File: src/rtl/bp_fe_bp_gshare.sv
// Gshare direction predictor: (idx ^ GHR) selects a saturating counter; trains on resolved outcomes, repairs GHR on mispredict.
// Latency: prediction registered, valid one cycle after r_v_i; table updates visible to reads the next cycle.
// Backpressure: none; accepts one prediction and one update every cycle. Optional same-cycle write->read bypass via BP_GSHARE_BYPASS_EN.
module bp_fe_bp_gshare #(
    // Log2 of table entries; callers are expected to override this.
    parameter int bht_idx_width_p   = 8,
    parameter int ghist_width_p     = 8,
    parameter int bp_cnt_sat_bits_p = 2,
    parameter int cnt_width_p       = 32
) (
    input  logic                       clk_i,
    input  logic                       reset_i,

    input  logic                       r_v_i,
    input  logic [bht_idx_width_p-1:0] idx_r_i,
    output logic                       predict_v_o,
    output logic                       predict_o,
    output logic [ghist_width_p-1:0]   ghist_o,

    input  logic                       w_v_i,
    input  logic [bht_idx_width_p-1:0] idx_w_i,
    input  logic [ghist_width_p-1:0]   ghist_w_i,
    input  logic                       taken_i,
    input  logic                       mispredict_i,

    output logic [cnt_width_p-1:0]     pred_cnt_o,
    output logic [cnt_width_p-1:0]     mispred_cnt_o
);

    localparam int entries_lp = 1 << bht_idx_width_p;
    // Weakly not-taken: MSB clear, all lower bits set.
    localparam logic [bp_cnt_sat_bits_p-1:0] cnt_init_lp = {1'b0, {(bp_cnt_sat_bits_p-1){1'b1}}};

    logic [bp_cnt_sat_bits_p-1:0] table_q [entries_lp];
    logic [ghist_width_p-1:0]     ghr_q;

    logic [bht_idx_width_p-1:0]   ghr_ext;
    logic [bht_idx_width_p-1:0]   ghist_w_ext;
    logic [bht_idx_width_p-1:0]   r_hash;
    logic [bht_idx_width_p-1:0]   w_hash;
    logic [bp_cnt_sat_bits_p-1:0] w_cnt_cur;
    logic [bp_cnt_sat_bits_p-1:0] w_cnt_nxt;
    logic [bp_cnt_sat_bits_p-1:0] r_cnt;
    logic                         r_taken;
    logic [ghist_width_p:0]       ghr_spec_wide;
    logic [ghist_width_p:0]       ghr_fix_wide;
    logic [ghist_width_p-1:0]     ghr_nxt;
    logic                         mispred_ev;

    // Hash both ports, compute the saturating update and the (optionally bypassed) read.
    always_comb begin
        ghr_ext                       = '0;
        ghr_ext[ghist_width_p-1:0]    = ghr_q;
        ghist_w_ext                   = '0;
        ghist_w_ext[ghist_width_p-1:0] = ghist_w_i;
        r_hash    = idx_r_i ^ ghr_ext;
        w_hash    = idx_w_i ^ ghist_w_ext;

        w_cnt_cur = table_q[w_hash];
        w_cnt_nxt = w_cnt_cur;
        if (taken_i && (w_cnt_cur != '1)) begin
            w_cnt_nxt = w_cnt_cur + 1'b1;
        end else if (!taken_i && (w_cnt_cur != '0)) begin
            w_cnt_nxt = w_cnt_cur - 1'b1;
        end

        r_cnt = table_q[r_hash];
`ifdef BP_GSHARE_BYPASS_EN
        if (w_v_i && (w_hash == r_hash)) begin
            r_cnt = w_cnt_nxt;
        end
`endif
        r_taken = r_cnt[bp_cnt_sat_bits_p-1];
    end

    // Next GHR: repair from the returned snapshot beats the speculative shift.
    always_comb begin
        mispred_ev    = w_v_i & mispredict_i;
        ghr_spec_wide = {ghr_q, r_taken};
        ghr_fix_wide  = {ghist_w_i, taken_i};
        ghr_nxt       = ghr_q;
        if (r_v_i) begin
            ghr_nxt = ghr_spec_wide[ghist_width_p-1:0];
        end
        if (mispred_ev) begin
            ghr_nxt = ghr_fix_wide[ghist_width_p-1:0];
        end
    end

    // Counter table: reset to weakly not-taken, then train on every resolved branch.
    always_ff @(posedge clk_i) begin
        if (reset_i) begin
            for (int i = 0; i < entries_lp; i++) begin
                table_q[i] <= cnt_init_lp;
            end
        end else if (w_v_i) begin
            table_q[w_hash] <= w_cnt_nxt;
        end
    end

    // GHR and registered prediction outputs; outputs hold when no request.
    always_ff @(posedge clk_i) begin
        if (reset_i) begin
            ghr_q       <= '0;
            predict_v_o <= 1'b0;
            predict_o   <= 1'b0;
            ghist_o     <= '0;
        end else begin
            ghr_q       <= ghr_nxt;
            predict_v_o <= r_v_i;
            if (r_v_i) begin
                predict_o <= r_taken;
                ghist_o   <= ghr_q;
            end
        end
    end

    // Saturating performance counters.
    always_ff @(posedge clk_i) begin
        if (reset_i) begin
            pred_cnt_o    <= '0;
            mispred_cnt_o <= '0;
        end else begin
            if (r_v_i && (pred_cnt_o != '1)) begin
                pred_cnt_o <= pred_cnt_o + 1'b1;
            end
            if (mispred_ev && (mispred_cnt_o != '1)) begin
                mispred_cnt_o <= mispred_cnt_o + 1'b1;
            end
        end
    end

endmodule

File: config.mk
export PLATFORM = sky130hd
export DESIGN_NAME = bp_fe_bp_gshare
export DESIGN_NICKNAME = d
export VERILOG_FILES = /design/src/rtl/bp_fe_bp_gshare.sv
export SDC_FILE = /design/constraint.sdc
export NUM_CORES = 1
export LEC_CHECK = 0
export CORE_MARGIN = 2
export CORE_UTILIZATION = 62
export DETAILED_ROUTE_END_ITERATION = 16
export PLACE_DENSITY = 0.8
export SLEW_MARGIN = 20
export SYNTH_ARGS = -nofsm -noshare
export SYNTH_HDL_FRONTEND = slang
export SYNTH_SLANG_ARGS = --single-unit
File: constraint.sdc
create_clock -name clk_i -period 6.57 [get_ports clk_i]
set_clock_uncertainty 0.05 [all_clocks]
set_input_delay 1.6425 -clock clk_i [delete_from_list [all_inputs] [get_ports clk_i]]
set_output_delay 1.6425 -clock clk_i [all_outputs]
set_load 0.01 [all_outputs]
Yosys cells after proc, flatten, opt, wreduce, memory -nomap -nowiden
Memory sizes are Yosys's and may differ from the RTL's.
Cells that the tools add are included.

word-level totals
  register bits = 82
  bits in writable memories = 512
  word-level logic and storage cells = 37
  memories kept = 1

memories
  name     words  bits a word  read ports  clocked after Yosys merged registers in  write ports  RTL line  text
  table_q  256    2            2           0                                        256          34        logic [bp_cnt_sat_bits_p-1:0] table_q [entries_lp];

cells by class
  $add $sub $neg = 4
  equal/unequal tests = 3
  mux-type cells = 12
  bitwise operators = 3
  reductions and logical operators = 8

operator list
  cell                                                                 number
  32-bit by 1-bit adder with 32-bit output (second input constant)     2
  32-bit inequality test (second input constant)                       2
  8-bit 2-to-1 mux                                                     3
  8-bit bitwise XOR                                                    2
  1-bit 2-to-1 mux                                                     6
  2-bit 2-to-1 mux                                                     3
  1-bit logical AND                                                    4
  2-bit nonzero test                                                   2
  2-bit by 1-bit adder with 2-bit output (second input constant)       1
  2-bit inequality test (second input constant)                        1
  2-bit OR reduction                                                   1
  2-bit by 1-bit subtractor with 2-bit output (second input constant)  1
  1-bit AND                                                            1
  1-bit logical NOT                                                    1

Longest topological paths before layout
An unclocked memory read counts as a cell.

  word-level depth = 7
  gate-level depth with buffers = 18

Worst setup path after synthesis
Ideal clock, no wire load.

  path kind = in2reg
  start = input idx_w_i[0]
  end = memory table_q[32][1], data pin
  library setup time = 272 ps
  data arrival time = 4,878 ps
  required time = 6,248 ps
  path slack = 1,370 ps
  cell stages on the path = 16
  cells stage by stage = xnor2_1 -> buf_2 -> buf_2 -> mux4_2 -> nand2_1 -> nand4_1 -> a2111oi_0 -> nand4_1 -> nor2b_1 -> inv_1 -> ha_1 -> inv_1 -> o221ai_2 -> clkbuf_1 -> buf_2 -> a211oi_1

RTL lines
  element             RTL line  text
  start: declaration  21        input logic [bht_idx_width_p-1:0] idx_w_i,
  end: declaration    34

==> flow_metrics.env <==
export IMPL_path_clk_slew_ns=0.06
export IMPL_period_minus_slack_ns=6.00
export IMPL_htree_levels=2
export IMPL_synth_fa_ha_area_share_pct=0.152
export IMPL_irDropWorstVdd_mv=0.220
export IMPL_antenna_found_initial=5
export IMPL_ys_ff_latch=594
export IMPL_synthArstFlopShare_pct=0
export IMPL_powerDensity_nw_per_um2=280
export IMPL_rows=84
export IMPL_synth_top_family_by_area="simple AND/OR/NAND/NOR gates"
export IMPL_fillers=3431
export IMPL_yosys_area_share_simple_pct=16.3
export IMPL_path_max_fanout=30
export IMPL_syn_inst=2726
export IMPL_yosys_warnings=0
export IMPL_fp_dieW_um=234
export IMPL_min_path_type="reg -> reg"
export IMPL_p_leak_nw=12.3
export IMPL_hold_violations=0
export IMPL_synth_flop_cell="edfxtp_1"
export IMPL_ioPinCount=104
export IMPL_whs_endpoint="ghist_o[1]$_SDFFE_PP0P_"
export IMPL_initial_utilization_pct=62.7
export IMPL_cts_buffer_depth=3
export IMPL_yosysTopAreaCell="edfxtp_1"
export IMPL_cp_required_ns=6.88
export IMPL_multi_input_area_um2=14500
export IMPL_ys_seq_area_share_pct=51.7
export IMPL_io_buffers=103
export IMPL_maxSlewViolCount=0
export IMPL_worstSetupPathType="in -> reg"
export IMPL_place_congestion=1.04
export IMPL_yosysTopAreaCellShare_pct=46.7
export IMPL_rr_endpoint="table_q[149][1]$_SDFFCE_PN0P_"
export IMPL_cts_resized=0
export IMPL_ys_types=61
export IMPL_worstPathArrival_ns=6.31
export IMPL_vias=26715
export IMPL_synth_compound_area_share_pct=11.4
export IMPL_max_freq_mhz=167
export IMPL_grt_ovfl_total=0
export IMPL_track_usage_pct=40.8
export IMPL_die_y_um=234
export IMPL_setup_tns_ns=0
export IMPL_setup_viol=0
export IMPL_grt_pass1_vias=25993
export IMPL_rsz0062_at_grt="false"
export IMPL_wl_um=112000
export IMPL_timing_hold_ws_ns=0.427
export IMPL_cts_tree="yes"
export IMPL_via_per_inst=7.50
export IMPL_synthXorXnorAreaFrac_pct=2.15
export IMPL_drc=0
export IMPL_postCtsSetupBuffers=0
export IMPL_r2r_cells=13
export IMPL_dpl_cell_area_um2=35900
export IMPL_dp_hpwl_um=73100
export IMPL_min_from="ghist_o[1]$_SDFFE_PP0P_"
export IMPL_whs_path_depth=2
export IMPL_dieArea_um2=55000
export IMPL_setup_worst_path_start_class="input port"
export IMPL_maxSlewHeadroom_pct=32.6
export IMPL_drive_gt1_share_pct=24.8
export IMPL_fin_area_um2=37900
export IMPL_core_area_um2=52600
export IMPL_ff2ff_setup_slack_ns=2.72
export IMPL_nNetsFinal=2856
export IMPL_synth_nets=2760
export IMPL_status="completed"
export IMPL_timing_final_crit_share_pct=91.3
export IMPL_cp_end_kind="flip-flop"
export IMPL_grt_first_pass_wirelength_um=163000
export IMPL_regArea_um2=17000
export IMPL_worst_slew_pin_slew_ns=1.01
export IMPL_wl_per_cell_um=31.4
export IMPL_dr_pass1_iters=8
export IMPL_grt_max_degree=189
export IMPL_area_growth_pct=15.2
export IMPL_cts_root_buffer="clkbuf_16"
export IMPL_ys_top_cells_by_area="edfxtp_1, mux4_2, dfxtp_1"
export IMPL_clk_latency_ns=0.66
export IMPL_cts_made_buffers=60
export IMPL_cap_violations=0
export IMPL_syn_avg_cell_area_um2=12.1
export IMPL_finalPower_w=0.0106
export IMPL_netlist_area_um2=32900
export IMPL_synth_mux_area_share_pct=13.5
export IMPL_cts_hold_buffers_added=0
export IMPL_r2r_start="table_q[214][1]$_SDFFCE_PN0P_"
export IMPL_synth_enable_flop_cells=512
export IMPL_cts_num_sinks=594
export IMPL_antenna_left=0
export IMPL_drt_iter0_drc=4538
critical path, cell delays in order:
cell,delay [ns]
clkdlybuf4s50_1,0.66
xor2_4,0.62
buf_12,0.33
buf_4,0.18
mux4_2,0.21
nor3_1,0.08
a211oi_1,0.44
o22ai_1,0.19
or3_4,0.36
nor3_1,0.28
inv_1,0.08
ha_1,0.23
buf_4,0.15
o221ai_4,0.23
buf_12,0.25
buf_12,0.21
a21boi_0,0.13
area by class of cell:
type | instances | share of cell area [%]
diodes | 3 | 0.0198
clock inverters | 34 | 0.779
well taps | 688 | 2.27
multi-input cells | 1828 | 38.3
clock buffers | 78 | 4.41
inverters | 10 | 0.0990
flip-flops and latches | 594 | 44.9
repair buffers | 328 | 9.23
layer usage:
metal	global-route usage [%]	vias to the layer above	share of wire (%)
li1	-	10758	-
met1	50.2	12818	32
met2	60.0	2490	43
met3	15.8	641	16
met4	27.0	8	8.4
met5	2.14	-	0.16
report_power, final:
part | switching, W | internal, W
clock | 0.00152 | 0.00198
combinational | 0.00183 | 0.00103
sequential | 0.0000623 | 0.00419
flip-flops by register name, summed over array words and instances, names as in the netlist:
register,flops
table_q,512
pred_cnt_o,32
ghr_ext,8
predict_v_o,1
mispred_cnt_o,32
predict_o,1
ghist_o,8
stage by stage:
| stage | std cells | setup WS (ns) | util, % |
|---|---|---|---|
| floorplan | 2726 | 1.37 | - |
| global placement | 3448 | 0.0697 | 68.4 |
| detailed placement | 3448 | 0.0494 | 68.4 |
| CTS | 3560 | 0.651 | 72.1 |
| global route | 3561 | 0.347 | 72.2 |
| finish | 3563 | 0.571 | 72.2 |
cells in the mapped netlist (6+ instances only):
| cell type | count |
|---|---|
| or2_2 | 108 |
| o22ai_1 | 6 |
| a22oi_1 | 11 |
| buf_4 | 9 |
| nand2b_1 | 24 |
| or3_1 | 15 |
| nor2_1 | 230 |
| a31oi_1 | 8 |
| mux2i_1 | 22 |
| buf_6 | 34 |
| nand3_1 | 94 |
| clkbuf_1 | 152 |
| nand2_1 | 229 |
| a21oi_1 | 53 |
| nand3_2 | 67 |
| a2111oi_0 | 7 |
| nand4_1 | 176 |
| dfxtp_1 | 82 |
| and4_1 | 8 |
| buf_2 | 94 |
| o21ai_0 | 20 |
| a311oi_1 | 10 |
| edfxtp_1 | 512 |
| nor3_1 | 35 |
| mux4_2 | 188 |
| a21o_1 | 111 |
| nor4_1 | 7 |
| a21boi_0 | 108 |
| inv_1 | 9 |
| a211oi_1 | 131 |
| o21bai_1 | 18 |
| xnor2_1 | 30 |
| and3_1 | 12 |
| a41oi_1 | 16 |
| xor2_1 | 44 |
kinds of logic (layout without fill, tap and decap cells):
family,count (synthesis),count (layout)
AND/OR/NAND/NOR,1021,1021
flip-flops,594,594
AO/OA/AOI/OAI,516,516
buffers and inverters,304,450
multiplexers,210,210
XOR/XNOR,77,77
adder cells (fa/ha/maj),4,4
other,0,3
worst max path at each step:
stage | start | to | slack, ns | cells past startpoint
after global routing | idx_w_i[0] | table_q[149][1]$_SDFFCE_PN0P_ | 0.35 | 17
after CTS | idx_w_i[0] | table_q[149][1]$_SDFFCE_PN0P_ | 0.65 | 17
final | idx_w_i[0] | table_q[149][1]$_SDFFCE_PN0P_ | 0.57 | 17
after detailed placement | idx_w_i[0] | table_q[149][1]$_SDFFCE_PN0P_ | 0.05 | 17
after global placement | idx_w_i[0] | table_q[53][0]$_SDFFCE_PN1P_ | 0.07 | 17
after floorplan | idx_w_i[0] | table_q[32][1]$_SDFFCE_PN0P_ | 1.37 | 16
layout by cell type (no fill, tap or decap), types with 30 or more instances in the layout:
| cell | count |
|---|---|
| edfxtp_1 | 512 |
| nand2_1 | 229 |
| nor2_1 | 223 |
| mux4_2 | 188 |
| nand4_1 | 176 |
| buf_4 | 163 |
| a211oi_1 | 131 |
| a21o_1 | 111 |
| or2_2 | 108 |
| a21boi_0 | 108 |
| clkdlybuf4s50_1 | 102 |
| nand3_1 | 94 |
| dfxtp_1 | 82 |
| nand3_2 | 67 |
| clkbuf_16 | 62 |
| buf_12 | 62 |
| a21oi_1 | 53 |
| xor2_1 | 41 |
| nor3_1 | 30 |
(Power assumes the default switching activity.)
